==> config.mk <==
export PLATFORM = sky130hd
export DESIGN_NAME = note_stabilizer
export DESIGN_NICKNAME = d
export VERILOG_FILES = /design/src/rtl/note_stabilizer.sv
export SDC_FILE = /design/constraint.sdc
export NUM_CORES = 1
export LEC_CHECK = 0
export BUFFER_PORTS_ARGS = -buffer_cell sky130_fd_sc_hd__buf_2
export CORE_MARGIN = 3
export CORE_UTILIZATION = 50
export DETAILED_ROUTE_END_ITERATION = 10
export HOLD_SLACK_MARGIN = 0.05
export PLACE_DENSITY = 0.67
export SYNTH_ARGS = -nofsm -noshare
export SYNTH_HDL_FRONTEND = slang
export SYNTH_SLANG_ARGS = --single-unit
==> constraint.sdc <==
create_clock -name clk_in -period 5.3 [get_ports clk_in]
set_clock_uncertainty 0.05 [all_clocks]
set_input_delay 0 -clock clk_in [delete_from_list [all_inputs] [get_ports clk_in]]
set_output_delay 0 -clock clk_in [all_outputs]
set_load 0.05 [all_outputs]
==> src/rtl/note_stabilizer.sv <==
// Debounces raw mic pitch estimates into a committed note with idle fallback to silence.
// Optional NOTE_STAB_STATS_EN adds a saturating reject_count output.
module note_stabilizer #(
  parameter int unsigned CONFIRM_COUNT   = 4,
  parameter int unsigned SILENCE_TIMEOUT = 5_000_000,
  parameter logic [6:0]  NOTE_SILENT     = 7'd0,
  parameter logic [6:0]  NOTE_INVALID    = 7'h7F
) (
  input  logic        clk_in,
  input  logic        rst_n_in,
  input  logic        enable_in,
  input  logic [6:0]  raw_note_in,
  input  logic        raw_valid_in,
  output logic [6:0]  stable_note,
  output logic        note_change,
  output logic        locked
`ifdef NOTE_STAB_STATS_EN
  ,
  output logic [15:0] reject_count
`endif
);

  localparam int unsigned MW = $clog2(CONFIRM_COUNT + 1);
  localparam int unsigned IW = $clog2(SILENCE_TIMEOUT);
  localparam logic [MW-1:0] MATCH_MAX = MW'(CONFIRM_COUNT);
  localparam logic [IW-1:0] IDLE_MAX  = IW'(SILENCE_TIMEOUT - 1);

  typedef enum logic [1:0] {S_SILENT, S_ACQUIRE, S_LOCKED} state_e;

  state_e        r_state_q, w_state_d;
  logic [6:0]    r_stable_q, w_stable_d;
  logic [6:0]    r_cand_q, w_cand_d;
  logic [MW-1:0] r_match_q, w_match_d;
  logic [IW-1:0] r_idle_q, w_idle_d;
  logic          r_change_q, w_change_d;
  logic          w_good, w_bad;

  assign w_good = raw_valid_in && (raw_note_in != NOTE_INVALID);
  assign w_bad  = raw_valid_in && (raw_note_in == NOTE_INVALID);

  always_comb begin
    w_stable_d = r_stable_q;
    w_cand_d   = r_cand_q;
    w_match_d  = r_match_q;
    w_idle_d   = r_idle_q;
    w_change_d = 1'b0;
    if (!enable_in) begin
      w_stable_d = NOTE_SILENT;
      w_cand_d   = NOTE_SILENT;
      w_match_d  = '0;
      w_idle_d   = '0;
    end else if (w_good) begin
      w_idle_d = '0;
      if (raw_note_in == r_cand_q) begin
        if (r_match_q < MATCH_MAX) w_match_d = r_match_q + 1'b1;
      end else begin
        w_cand_d  = raw_note_in;
        w_match_d = MW'(1);
      end
      // Commit uses the updated count so the note lands on the sampling edge.
      if ((w_match_d == MATCH_MAX) && (w_cand_d != r_stable_q)) begin
        w_stable_d = w_cand_d;
        w_change_d = 1'b1;
      end
    end else if (w_bad) begin
      w_match_d = '0;
    end else if (r_idle_q == IDLE_MAX) begin
      w_stable_d = NOTE_SILENT;
      w_cand_d   = NOTE_SILENT;
      w_match_d  = '0;
      w_change_d = (r_stable_q != NOTE_SILENT);
    end else begin
      w_idle_d = r_idle_q + 1'b1;
    end

    if (w_stable_d == NOTE_SILENT) begin
      w_state_d = S_SILENT;
    end else if ((w_cand_d != w_stable_d) && (w_match_d != '0)) begin
      w_state_d = S_ACQUIRE;
    end else begin
      w_state_d = S_LOCKED;
    end
  end

  always_ff @(posedge clk_in or negedge rst_n_in) begin
    if (!rst_n_in) begin
      r_state_q  <= S_SILENT;
      r_stable_q <= NOTE_SILENT;
      r_cand_q   <= NOTE_SILENT;
      r_match_q  <= '0;
      r_idle_q   <= '0;
      r_change_q <= 1'b0;
    end else begin
      r_state_q  <= w_state_d;
      r_stable_q <= w_stable_d;
      r_cand_q   <= w_cand_d;
      r_match_q  <= w_match_d;
      r_idle_q   <= w_idle_d;
      r_change_q <= w_change_d;
    end
  end

  assign stable_note = r_stable_q;
  assign note_change = r_change_q;
  assign locked      = (r_state_q != S_SILENT);

`ifdef NOTE_STAB_STATS_EN
  logic [15:0] r_rej_q, w_rej_d;
  logic        w_reject;

  // A reject is an invalid sample or a valid one that breaks a run in progress.
  assign w_reject = w_bad || (w_good && (raw_note_in != r_cand_q) && (r_match_q != '0));

  always_comb begin
    w_rej_d = r_rej_q;
    if (!enable_in) begin
      w_rej_d = '0;
    end else if (w_reject && (r_rej_q != 16'hFFFF)) begin
      w_rej_d = r_rej_q + 1'b1;
    end
  end

  always_ff @(posedge clk_in or negedge rst_n_in) begin
    if (!rst_n_in) r_rej_q <= '0;
    else           r_rej_q <= w_rej_d;
  end

  assign reject_count = r_rej_q;
`endif

endmodule
Yosys cells after proc, flatten, opt, wreduce, memory -nomap -nowiden

Cells that the tools add are included.

Bits in registers: 43
Bits of input ports: 11
Output and inout port bits: 9

Add/subtract/negate cells: 2
Magnitude comparators: 1
Equality and inequality tests: 9
Muxes and demuxes: 31
Reduce and logical (&&, ||, !) cells: 9

Operator list:

| operator              | count |
|---|---|
| $mux 23               | 4 |
| $mux 7                | 12 |
| $mux 3                | 8 |
| $add 23x1->23 const B | 1 |
| $eq 23x23->1 const B  | 1 |
| $ne 7x7->1            | 2 |
| $eq 7x7->1            | 1 |
| $eq 7x7->1 const B    | 1 |
| $logic_not 7->1       | 1 |
| $ne 7x7->1 const B    | 1 |
| $reduce_bool 7->1     | 1 |
| $ne 3x3->1 const B    | 2 |
| $mux 1                | 5 |
| $logic_and 1x1->1     | 4 |
| $mux 2                | 2 |
| $add 3x1->3 const B   | 1 |
| $eq 3x3->1 const B    | 1 |
| $lt 3x3->1 const B    | 1 |
| $reduce_bool 3->1     | 1 |
| $reduce_and 2->1      | 1 |
| $reduce_bool 2->1     | 1 |

Longest topological paths before layout

Gate-level depths: netlist of the first run.

Depth after elaboration: 14
Gate-level depth with buffers: 10
Depth with buffers taken out: 9

Worst setup path before layout of the first run

No wires, ideal clock.

Path kind: reg2reg
Start: register r_match_q[0]
End: register r_state_q[1]
Setup time: 0.137 ns
Data arrival time: 2.660 ns
Setup slack: 2.454 ns
Cell stages (with the launch flop): 10
Buffers on the path: 1
Clock period less this slack: 2.846 ns
Path through: dfrtp_1 > ha_1 > nor4bb_1 > o21ai_2 > or3_4 > buf_6 > mux2i_4 > or4_1 > nor4_2 > nor4_1

Word-level cells in the longest chain between the ends: 14
Elaborated cells on any way between the ends: 21
Those cells by class: 1 x add/sub; 1 x order compare; 2 x eq/ne; 13 x mux; 4 x reduce/logical

Ends and longest elaborated chain:

| what                                             | line | RTL |
|---|---|---|
| start: declaration                               | 33   | `logic [MW-1:0] r_match_q, w_match_d;` |
| start signal: assignment                         | 97   | `r_match_q <= w_match_d;` |
| $add 3x1->3 / $lt 3x3->1 (equally long branches) | 55   | `if (r_match_q < MATCH_MAX) w_match_d = r_match_q + 1'b1;` |
| $mux 3 *                                         | 55   |  |
| $mux 3 *                                         | 54   | `if (raw_note_in == r_cand_q) begin` |
| $mux 3 *                                         | 52   | `end else if (w_good) begin` |
| $mux 3 *                                         | 47   | `if (!enable_in) begin` |
| $eq 3x3->1 *                                     | 61   | `if ((w_match_d == MATCH_MAX) && (w_cand_d != r_stable_q)) begin` |
| $logic_and 1x1->1 *                              | 61   |  |
| $mux 7 *                                         | 61   |  |
| $mux 7 *                                         | 52   |  |
| $mux 7 *                                         | 47   |  |
| via w_stable_d[3]                                | 31   | `logic [6:0] r_stable_q, w_stable_d;` |
| $ne 7x7->1                                       | 78   | `end else if ((w_cand_d != w_stable_d) && (w_match_d != '0)) begin` |
| $logic_and 1x1->1                                | 78   |  |
| $mux 2                                           | 78   |  |
| $mux 2 *                                         | 76   | `if (w_stable_d == NOTE_SILENT) begin` |
| via w_state_d[1]                                 | 30   | `state_e r_state_q, w_state_d;` |
| end signal: assignment                           | 94   | `r_state_q <= w_state_d;` |
| end: declaration                                 | 30   |  |

The timed path passes the listed nets; every way through them passes the cells marked *. The select of a mux whose other input is x is not followed.
A chain may end at the register's enable or synchronous reset.

Final worst setup path of the first run

Start: register r_idle_q[12]
End: register r_state_q[1]

Word-level cells in the longest chain between the ends: 9
Elaborated cells on any way between the ends: 19
Those cells by class: 2 x eq/ne; 14 x mux; 3 x reduce/logical

Ends and longest elaborated chain:

| what                     | line | RTL |
|---|---|---|
| start: declaration       | 34   | `logic [IW-1:0] r_idle_q, w_idle_d;` |
| start signal: assignment | 98   | `r_idle_q <= w_idle_d;` |
| $eq 23x23->1 *           | 67   | `end else if (r_idle_q == IDLE_MAX) begin` |
| $mux 7 *                 | 67   |  |
| $mux 7 *                 | 65   | `end else if (w_bad) begin` |
| $mux 7 *                 | 52   |  |
| $mux 7 *                 | 47   |  |
| via w_stable_d[4]        | 31   |  |
| $ne 7x7->1               | 78   |  |
| $logic_and 1x1->1        | 78   |  |
| $mux 2                   | 78   |  |
| $mux 2 *                 | 76   |  |
| via w_state_d[1]         | 30   |  |

The timed path passes the listed nets; every way through them passes the cells marked *.

==> results by group, run 1 <==
Detailed routing
  – DR iter-0 viols: 208
  – DRT Pass-1 Iters: 4
  – DRC viols: 0
  – WL final: 5770 um
  – Post-route ant nets: 0
  – Wire per inst: 15.9 um
  – Routed via count: 2032
  – Routed vias/inst: 5.60

Clock network
  – TritonCTS Sinks: 43
  – Cts repair resizes: 0
  – Clk_lat worst skew: 0.30 ns
  – CTS clk-pin slew, worst paths: 0.08 ns
  – CTS Buf Count: 5
  – CTS Root Cell: clkbuf_8
  – Max clock buf depth: 2
  – CTS tree: yes
  – Setup Buffers After CTS: 0
  – CTS hold repair buffers: 8
  – H-tree Lvls: 2

Timing
  – Finish-stage setup viols: 0
  – RSZ-0062 raised after global routing: false
  – Setup TNS: 0 ns
  – Fin crit period: 3.13 ns
  – Tcrit/Tclk final: 0.591
  – Pins Over Slew Limit: 0
  – Final Hold Viols: 0
  – Measured slew at the worst slew-check pin: 0.950 ns
  – Slew headroom: 0.367
  – Fmax: 319 MHz

Worst setup path
  – R2r endpoint: r_state_q[1]
  – Arrival time worst endpoint: 3.26 ns
  – R2R cell count: 8
  – Setup crit end kind: register
  – CP Max Fanout: 13
  – Setup CP Type: reg -> reg
  – Reg2reg start: r_idle_q[12]
  – Worst Setup Start Kind: register
  – Start point of the critical path: r_idle_q[12]
  – CP endpoint: r_state_q[1]
  – Req. time, crit path: 5.43 ns
  – Reg-to-reg slack, setup: 2.17 ns

Global route
  – Final global-route overflow total: 0
  – GRT Total Usage: 0.212
  – Number of global-route vias before repair: 2033
  – First-pass GRT wire length: 10200 um
  – Initial antenna violation count: 0
  – Largest net degree at the start of global routing: 44

Logic synthesis
  – Post-synth top flop: dfrtp_1
  – Synth Net Count: 283
  – Yosys cell types: 46
  – Mean post-synth cell area: 9.43 um2
  – Netlist Area Pre-Place: 0.00255 mm2
  – Sequential cell area fraction in the yosys report: 0.423
  – Share of flip-flops with an asynchronous set or reset: 1.00
  – Number of enable flip-flop cells after synthesis: 0
  – Synth Instances: 270
  – Synth Register Bits: 43
  – Synth warn: 0

Worst hold path
  – Hold WC Path Type: in -> reg
  – Hold path depth: 2

Die
  – Top Ports: 20
  – Die area: 0.00598 mm2
  – Core region area: 0.00482 mm2
  – Number of cell rows: 25
  – Die X: 77.4 um
  – Initial Util: 0.529
  – Die height: 77.4 um

Power
  – Power density cells: 232 mW/mm2
  – IR drop worst, VDD: 0.117 mV
  – Lkg Pwr: 1.16 nW

Place
  – Cell Area, Placed: 0.00268 mm2
  – RePlAce Congestion: 0.829
  – Detail Placement HPWL: 4130 um
  – PortBufs: 19

Finish
  – Nets: 308
  – Final Cell Area: 0.00288 mm2
  – Diode count: 0
  – Layout cells sized above 1: 0.145
  – Synth-to-Final Area Change: 13.1%

Outcome
  – Status: complete, no violations

Run
  – Max Cap Viol: 0
==> worst min-delay path by stage <==
stage	start	endpoint
final	enable_in	note_change
after global routing	enable_in	note_change
after CTS	enable_in	note_change
after detailed placement	rst_n_in	r_idle_q[5]
after global placement	rst_n_in	r_idle_q[5]
after floorplan	rst_n_in	note_change
==> cells in the final DEF (no fill, tap or decap), types with 3 or more instances in the layout <==
master	Yosys	routed
nand3_1	28	28
nor3_1	5	5
nor4_2	3	3
nand4_1	10	10
mux2i_1	3	3
dfrtp_1	43	43
o21ai_0	6	6
nor4_1	5	5
buf_2	2	19
inv_1	4	4
clkbuf_8	0	6
dlygate4sd3_1	0	8
mux2i_4	4	4
nand2_1	31	31
xnor2_1	22	22
xor2_1	18	18
a21oi_1	13	13
nor2_1	28	28
==> per-layer routing <==
metal / wire, um / global-route usage / share of wire / vias to the layer above
met2: 2550 / 0.313 / 0.44 / 40
met5: 0 / 0 / 0 / -
met3: 198 / 0.0255 / 0.034 / 5
li1: - / - / - / 1009
met1: 2970 / 0.328 / 0.51 / 978
met4: 60 / 0.0587 / 0.010 / 0
==> per-stage QoR <==
stage | total power, W | utilization | cells | setup WS [ns] | hold WS, ns
6_report | 0.000667 | 0.598 | 363 | 2.17 | 0.0965
5_1_grt | 0.000693 | 0.598 | 363 | 1.98 | 0.117
4_1_cts | 0.000671 | 0.598 | 363 | 2.18 | 0.0925
3_5_place_dp | 0.000401 | 0.557 | 347 | 2.22 | 0.155
3_3_place_gp | 0.000401 | 0.557 | 347 | 2.23 | 0.160
2_1_floorplan | 0.000378 | - | 270 | 2.45 | -0.346
==> layout make-up <==
class | count | area (um2)
tap | 67 | 83.8
fill | 446 | 1940
clock inverter | 2 | 35.0
timing repair buffer | 27 | 175
multi-input combinational | 214 | 1410
sequential | 43 | 1080
clock buffer | 6 | 82.6
inverter | 4 | 15.0
==> report_power, final <==
group | switching (W) | internal, W | leakage, nW | total [W]
Combinational | 0.0000404 | 0.0000232 | 0.501 | 0.0000636
Clock | 0.000115 | 0.000153 | 0.0612 | 0.000267
Sequential | 0.00000386 | 0.000332 | 0.594 | 0.000336
Total | 0.000159 | 0.000508 | 1.16 | 0.000667
==> logic make-up (layout without fill, tap and decap cells) <==
family                   count (synthesis)  after routing  share of synthesized area
AND/OR/NAND/NOR                        131            131                      0.273
flip-flops                              43             43                      0.423
XOR/XNOR                                40             40                      0.138
AO/OA/AOI/OAI                           34             34                     0.0865
buffers and inverters                   13             39                     0.0231
multiplexers                             7              7                     0.0472
adder cells (fa/ha/maj)                  2              2                    0.00983
==> flip-flops by register name (all words and copies together) (netlist names) <==
name / count
r_cand_q: 7
r_match_q: 3
r_idle_q: 23
stable_note: 7
r_state_q: 2
note_change: 1
==> critical path, stage by stage, from the launching register on <==
cell and delay (ns):
dfrtp_1 0.42, or4b_1 0.62, nor4_1 0.31, nand2_1 0.36, nand3_1 0.26, mux2i_4 0.11, or4_1 0.55, nor4_2 0.23
nor4_1 0.11
==> Yosys cell counts, drive strengths merged (3+ instances only) <==
cell / instances / area (um2)
clkbuf: 6 / 22.5
nor4: 8 / 68.8
nor3: 6 / 35.0
xnor2: 22 / 193
nand2: 31 / 116
xor2: 18 / 158
nor2: 28 / 105
dfrtp: 43 / 1080
or3: 4 / 35.0
buf: 3 / 21.3
nand3: 29 / 150
o21ai: 8 / 43.8
inv: 4 / 15.0
a21oi: 13 / 65.1
nand4: 10 / 62.6
mux2i: 7 / 120
Power figures use the tool's default switching activity.
==> run 2, diff against run 1 <==
--- a/config.mk
+++ b/config.mk
@@ -5,6 +5,7 @@
 export SDC_FILE = /design/constraint.sdc
 export NUM_CORES = 1
 export LEC_CHECK = 0
+export ABC_AREA = 1
 export BUFFER_PORTS_ARGS = -buffer_cell sky130_fd_sc_hd__buf_2
 export CORE_MARGIN = 3
 export CORE_UTILIZATION = 50
==> constraint.sdc (replaced) <==
create_clock -name clk_in -period 3.2 [get_ports clk_in]
set_clock_uncertainty 0.05 [all_clocks]
set_input_delay 0 -clock clk_in [delete_from_list [all_inputs] [get_ports clk_in]]
set_output_delay 0 -clock clk_in [all_outputs]
set_load 0.05 [all_outputs]
==> results by group, run 2 <==
Clock network
  – H-tree Lvls: 2 (unchanged)
  – CTS Root Cell: clkbuf_8 (unchanged)
  – Clk_lat worst skew: 0.30 ns (about the same)
  – CTS tree: yes (unchanged)
  – CTS Buf Count: 5 (unchanged)
  – CTS clk-pin slew, worst paths: 0.09 ns (was 0.08 ns)
  – Cts repair resizes: 0 (unchanged)
  – Max clock buf depth: 2 (unchanged)
  – TritonCTS Sinks: 43 (unchanged)

Power
  – Clock share of power: 0.393 (was 0.401)
  – Sequential power share: 0.446 (was 0.504)
  – IR drop worst, VDD: 0.274 mV (was 0.117 mV)
  – Internal power: 0.000936 W (was 0.000508 W)
  – Power after layout: 0.00129 W (was 0.000667 W)
  – Combinational power share: 0.162 (was 0.095)
  – Lkg Pwr: 1.61 nW (was 1.16 nW)
  – Sw Pwr: 0.000357 W (was 0.000159 W)
  – Net Sw Frac: 0.276 (was 0.239)
  – Power density cells: 399 mW/mm2 (was 232 mW/mm2)

Run
  – Max Cap Viol: 0 (unchanged)

Logic synthesis
  – Synth Register Bits: 43 (unchanged)
  – Most frequent cells after synthesis: 125 x nand2_1, 65 x inv_1, 43 x dfrtp_1, 30 x nor2_1, 28 x nand3_1 (was 43 x dfrtp_1, 31 x nand2_1, 28 x nand3_1, 28 x nor2_1, 22 x xnor2_1)
  – Yosys top cell by area: dfrtp_1 (unchanged)
  – Post-synth top flop: dfrtp_1 (unchanged)
  – Mean post-synth cell area: 6.87 um2 (was 9.43 um2)
  – Top cell type's share of synthesized area: 0.368 (was 0.423)
  – Sequential cell area fraction in the yosys report: 0.368 (was 0.423)
  – Synth Instances: 425 (was 270)
  – Synth Net Count: 438 (was 283)
  – Netlist Area Pre-Place: 0.00292 mm2 (was 0.00255 mm2)
  – Synth warn: 0 (unchanged)
  – Yosys cell types: 36 (was 46)
  – Most common cell in the netlist: nand2_1 (was dfrtp_1)
  – Number of enable flip-flop cells after synthesis: 0 (unchanged)
  – Top cells by area, synth: dfrtp_1 37%, nand2_1 16%, inv_1 8.4% (was dfrtp_1 42%, xnor2_1 7.6%, xor2_1 6.2%)
  – Share of flip-flops with an asynchronous set or reset: 1.00 (unchanged)

Worst setup path
  – Crit-path cells: dlygate4sd3_1, buf_2, nand4_1, or2_4, nand2_8, inv_6, nand2_4, nand2_2, dlygate4sd3_1, a21oi_2, nand3_1, nand2_1, nand2_1, nor2_1, nand2_1, nand2_1, nor2_1 (was or4b_1, nor4_1, nand2_1, nand3_1, mux2i_4, or4_1, nor4_2, nor4_1)
  – Crit path largest cell delay: 0.57 ns (was 0.62 ns)
  – Setup CP Type: in -> reg (was reg -> reg)
  – Req. time, crit path: 3.34 ns (was 5.43 ns)
  – Worst path most repeated cell: nand2_1 (was nor4_1)
  – CP bufs+invs: 4 (was 0)
  – Crit-path slowest cell: dlygate4sd3_1 (was or4b_1)
  – Worst Setup Start Kind: input pin (was register)
  – Arrival time worst endpoint: 2.70 ns (was 3.26 ns)
  – CP Max Fanout: 16 (was 13)
  – Worst path top cell family by delay: buffers and inverters (was simple AND/OR/NAND/NOR gates)
  – Setup crit end kind: register (unchanged)

Detailed routing
  – DR iter-0 viols: 186 (was 208)
  – DRT Pass-1 Iters: 5 (was 4)
  – Routed via count: 2722 (was 2032)
  – DRC viols: 0 (unchanged)
  – WL final: 7010 um (was 5770 um)
  – Post-route ant nets: 0 (unchanged)
  – Wire per inst: 13.4 um (was 15.9 um)
  – Routed vias/inst: 5.21 (was 5.60)

Timing
  – RSZ-0062 raised after global routing: false (unchanged)
  – Fin crit period: 2.56 ns
  – Pins Over Slew Limit: 0 (unchanged)
  – Final Hold Viols: 0 (unchanged)
  – Fmax: 390 MHz
  – Measured slew at the worst slew-check pin: 0.975 ns (was 0.950 ns)
  – Tcrit/Tclk final: 0.801
  – Slew headroom: 0.350 (was 0.367)
  – Post-layout worst setup margin: 0.637 ns (was 2.17 ns)
  – Finish-stage setup viols: 0 (unchanged)
  – Setup TNS: 0 ns (unchanged)

Die
  – Initial Util: 0.524 (was 0.529)
  – Top Ports: 20 (unchanged)
  – Die height: 82.4 um (was 77.4 um)
  – Die X: 82.4 um (was 77.4 um)
  – Die area: 0.00680 mm2 (was 0.00598 mm2)
  – Core region area: 0.00557 mm2 (was 0.00482 mm2)
  – Number of cell rows: 27 (was 25)

Worst hold path
  – Hold WC Path Type: in -> reg (unchanged)

Finish
  – Synth-to-Final Area Change: 10.8% (was 13.1%)
  – Largest register FFs: 23 (unchanged)
  – Most common cell after layout, fill and taps aside: nand2_1 (was dfrtp_1)
  – Nets: 462 (was 308)
  – Biggest register: r_idle_q (unchanged)
  – Most frequent cells in the layout: 125 x nand2_1, 65 x inv_1, 43 x dfrtp_1 (was 43 x dfrtp_1, 31 x nand2_1, 28 x nand3_1, 28 x nor2_1, 22 x xnor2_1)
  – Layout cells sized above 1: 0.136 (was 0.145)
  – Diode count: 0 (unchanged)

Global route
  – Initial antenna violation count: 0 (unchanged)
  – GRT Total Usage: 0.229 (was 0.212)
  – Final global-route overflow total: 0 (unchanged)
  – Number of global-route vias before repair: 2497 (was 2033)
  – First-pass GRT wire length: 11900 um (was 10200 um)
  – Largest net degree at the start of global routing: 44 (unchanged)

Place
  – PortBufs: 19 (unchanged)
  – RePlAce Congestion: 0.928 (was 0.829)
  – Detail Placement HPWL: 5110 um (was 4130 um)
  – Place WS: 0.743 ns (was 2.22 ns)

Outcome
  – Status: complete, no violations (unchanged)
run 2: changes by cell type in the layout (fill, tap and decap cells not counted), sizes merged, moves of 5 or more:
cell   previous run  this run
mux2i             7         0
nand2            31       135
xor2             18         2
xnor2            22         2
o21ai             8        33
inv               4        74
nor2             28        33
a21oi            13        28
nor4              8         3
nor3              6        14
run 2: per-stage QoR:
step	std cells	instance area (um2)	hold WS, ns	utilization
final	522	3240	0.0687	0.581
after CTS	522	3240	0.0618	0.581
after detailed placement	509	3050	0.171	0.548
after global placement	509	3050	0.163	0.548
after floorplan	425	2920	-0.346	-
after global routing	522	3240	0.0669	0.581
run 2: cell type report:
class                   instances  area, um2
well taps                      72       90.1
clock buffers                   6       72.6
fillers                       515       2340
inverters                      74        283
multi-input cells             300       1500
repair buffers                 25        153
flip-flops and latches         43       1080
clock inverters                 2       60.1
run 2: tightest hold or removal path: stages:
cell and delay, ns:
buf_2 0.13, nand2_8 0.15, a21oi_2 0.10
run 2: kinds of logic after synthesis:
| logic type | Yosys count | share of synthesized area |
|---|---|---|
| AOI/OAI and AO/OA | 67 | 0.128 |
| and+or+nand+nor | 227 | 0.365 |
| DFF | 43 | 0.368 |
| adders and majority gates | 2 | 0.00856 |
| buffers and inverters | 82 | 0.117 |
| xor gates and xnor gates | 4 | 0.0120 |
run 2: what timing repair did:
item / 4_1_cts / 5_1_grt
setup buffers: 0 / 0
endpoints found under the hold margin: 50 / 0
hold buffers: 5 / 0
run 2: routing by layer:
layer | global-route usage | share of wire
met1 | 0.349 | 0.51
met2 | 0.329 | 0.42
met3 | 0.0390 | 0.054
met4 | 0.0681 | 0.012
met5 | 0 | 0
run 2: final timing paths:
path,start,end,slack [ns],cells past startpoint
setup / recovery,raw_note_in[2],r_state_q[0],0.64,17
hold / removal,raw_valid_in,r_cand_q[2],0.07,3
min in group asynchronous,rst_n_in,r_cand_q[3],0.34,2
hold reg to reg,r_idle_q[9],r_idle_q[9],0.46,1
setup reg to reg,r_idle_q[0],r_state_q[0],0.73,16
max in group asynchronous,rst_n_in,r_idle_q[12],2.15,2
run 2: power groups by stage:
stage	sequential, W	clock (W)	combinational, W
global route	0.000578	0.000547	0.000236
CTS	0.000575	0.000520	0.000209
floorplan	0.000600	0	0.000133
detailed placement	0.000586	0	0.000203
global placement	0.000586	0	0.000202
finish	0.000576	0.000507	0.000209
==> run 3, diff against run 2 <==
--- a/config.mk
+++ b/config.mk
@@ -11,7 +11,7 @@
 export CORE_UTILIZATION = 50
 export DETAILED_ROUTE_END_ITERATION = 10
 export HOLD_SLACK_MARGIN = 0.05
-export PLACE_DENSITY = 0.67
+export PLACE_DENSITY = 0.7
 export SYNTH_ARGS = -nofsm -noshare
 export SYNTH_HDL_FRONTEND = slang
 export SYNTH_SLANG_ARGS = --single-unit
==> constraint.sdc (replaced) <==
create_clock -name clk_in -period 2.1 [get_ports clk_in]
set_clock_uncertainty 0.05 [all_clocks]
set_input_delay 0 -clock clk_in [delete_from_list [all_inputs] [get_ports clk_in]]
set_output_delay 0 -clock clk_in [all_outputs]
set_load 0.05 [all_outputs]
==> results by group, run 3 (synthesized netlist as in run 2, its figures left out) <==
Power
  – IR drop worst, VDD: 0.403 mV (was 0.274 mV)
  – Power density cells: 492 mW/mm2 (was 399 mW/mm2)
  – Lkg Pwr: 1.84 nW (was 1.61 nW)
  – Power after layout: 0.00180 W (was 0.00129 W)

Detailed routing
  – Routed via count: 2972 (was 2722)
  – Post-route ant nets: 0 (unchanged)
  – Wire per inst: 13.9 um (was 13.4 um)
  – DRC viols: 0 (unchanged)
  – DRT Pass-1 Iters: 5 (unchanged)
  – WL final: 7850 um (was 7010 um)
  – Routed vias/inst: 5.28 (was 5.21)
  – DR iter-0 viols: 260 (was 186)

Timing
  – Fin crit period: 2.22 ns
  – Measured slew at the worst slew-check pin: 0.459 ns (was 0.975 ns)
  – Tcrit/Tclk final: 1.06
  – Finish-stage setup viols: 3 (was 0)
  – Hold Worst Slack: 0.0646 ns (was 0.0687 ns)
  – Post-layout worst setup margin: -0.124 ns (was 0.637 ns)
  – RSZ-0062 raised after global routing: true (was false)
  – Fmax: 450 MHz
  – Pins Over Slew Limit: 0 (unchanged)
  – Slew headroom: 0.693 (was 0.350)
  – Final Hold Viols: 0 (unchanged)

Die
  – Core region area: 0.00557 mm2 (unchanged)
  – Top Ports: 20 (unchanged)
  – Die X: 82.4 um (unchanged)
  – Die height: 82.4 um (unchanged)
  – Die area: 0.00680 mm2 (unchanged)
  – Initial Util: 0.524 (unchanged)
  – Number of cell rows: 27 (unchanged)

Global route
  – Initial antenna violation count: 0 (unchanged)
  – Largest net degree at the start of global routing: 20 (was 44)
  – Final global-route overflow total: 0 (unchanged)
  – GRT Total Usage: 0.241 (was 0.229)
  – Number of global-route vias before repair: 2625 (was 2497)
  – First-pass GRT wire length: 12400 um (was 11900 um)

Worst setup path
  – Reg-to-reg slack, setup: -0.12 ns (was 0.73 ns)
  – CP Max Fanout: 8 (was 16)
  – Arrival time worst endpoint: 2.36 ns (was 2.70 ns)
  – Setup crit end kind: register (unchanged)
  – Req. time, crit path: 2.24 ns (was 3.34 ns)
  – Setup CP Type: reg -> reg (was in -> reg)
  – Worst Setup Start Kind: register (was input pin)

Finish
  – Biggest register: r_idle_q (unchanged)
  – Area of the multi-input gates: 0.00164 mm2 (was 0.00150 mm2)
  – Most common cell after layout, fill and taps aside: nand2_1 (unchanged)
  – Nets: 503 (was 462)
  – Register area: 0.00108 mm2 (unchanged)
  – Layout cells sized above 1: 0.269 (was 0.136)
  – Synth-to-Final Area Change: 25.4% (was 10.8%)
  – Diode count: 0 (unchanged)
  – Most frequent cells in the layout: 115 x nand2_1, 64 x inv_1, 43 x dfrtp_1 (was 125 x nand2_1, 65 x inv_1, 43 x dfrtp_1)
  – Filler cells: 476 (was 515)
  – Largest register FFs: 23 (unchanged)
  – Final Core Density: 0.657 (was 0.581)

Run
  – Max Cap Viol: 0 (unchanged)

Clock network
  – Max clock buf depth: 2 (unchanged)
  – Clk_lat worst skew: 0.31 ns (was 0.30 ns)
  – CTS tree: yes (unchanged)
  – CTS Root Cell: clkbuf_8 (unchanged)
  – H-tree Lvls: 2 (unchanged)
  – CTS Buf Count: 5 (unchanged)
  – CTS clk-pin slew, worst paths: 0.09 ns (about the same)
  – TritonCTS Sinks: 43 (unchanged)

Place
  – Place WS: -0.164 ns (was 0.743 ns)
  – RePlAce Congestion: 0.872 (was 0.928)
  – Detail Placement HPWL: 5570 um (was 5110 um)
  – PortBufs: 19 (unchanged)

Worst hold path
  – Hold WC Path Type: in -> reg (unchanged)

Outcome
  – Status: complete, but fails checks (was complete, no violations)
  – Failing checks: negative setup slack
## run 3: cell types whose count changed in the layout (fill, tap and decap cells not counted), moves of 3 or more
| cell | before | now |
|---|---|---|
| buf_6 | 0 | 5 |
| nand2_1 | 125 | 115 |
| o21ai_0 | 24 | 20 |
| nor2_1 | 30 | 24 |
| nand2_2 | 3 | 12 |
| nor3_4 | 1 | 4 |
| nor3_1 | 12 | 8 |
| nor2_2 | 2 | 6 |
| buf_4 | 1 | 37 |
## run 3: power by group
group	total (W)	switching, W	internal, W
Sequential	0.000877	0.0000246	0.000853
Combinational	0.000369	0.000243	0.000126
Clock	0.000555	0.000317	0.000238
## run 3: worst paths after layout
path	to	cells past startpoint	start
worst max-delay path	r_state_q[0]	17	r_idle_q[1]
min in group asynchronous	r_cand_q[2]	2	rst_n_in
worst min-delay path	r_cand_q[2]	3	raw_valid_in
worst max register to register	r_state_q[0]	17	r_idle_q[1]
worst min register to register	r_idle_q[8]	1	r_idle_q[8]
max in group asynchronous	r_idle_q[9]	3	rst_n_in
## run 3: cell type report
cell class,instances,share of cell area
well taps,72,0.0246
clock buffers,5,0.0188
clock inverters,3,0.00649
multi-input cells,300,0.448
repair buffers,66,0.131
inverters,74,0.0772
flip-flops and latches,43,0.294
## run 3: timing repair
action / 4_1_cts / 5_1_grt
setup endpoints to repair: 7 / 21
endpoints found under the hold margin: 50 / 0
setup buffers: 7 / 11
pin swaps: 7 / 17
resized for setup: 18 / 29
cloned: 1 / 0
hold buffers: 5 / 0
## run 3: through the flow
step / area [um2] / cells / TNS [ns]
6_report: 3660 / 563 / -0.201
5_1_grt: 3660 / 563 / -2.01
4_1_cts: 3510 / 555 / -0.0771
3_5_place_dp: 3240 / 534 / -0.297
3_3_place_gp: 3240 / 534 / -0.169
2_1_floorplan: 2920 / 425 / 0
## run 3: routing by layer
metal | up-vias | share of wire | GRT usage
li1 | 1477 | - | -
met1 | 1365 | 0.46 | 0.350
met2 | 115 | 0.46 | 0.365
met3 | 15 | 0.062 | 0.0423
met4 | 0 | 0.019 | 0.0714
met5 | - | 0 | 0
## run 3: critical path, stage by stage (launching register included)
cell     delay [ns]
dfrtp_1        0.36
ha_2           0.19
nand2_2        0.05
inv_2          0.07
nand2_4        0.06
nor3_4         0.15
nand3_2        0.14
buf_6          0.17
o21ai_4        0.13
a21oi_2        0.09
nand2_2        0.12
nand2_1        0.06
nand2_1        0.07
nand2_1        0.07
nor2_1         0.11
nand2_1        0.09
nand2_1        0.06
nor2_1         0.04
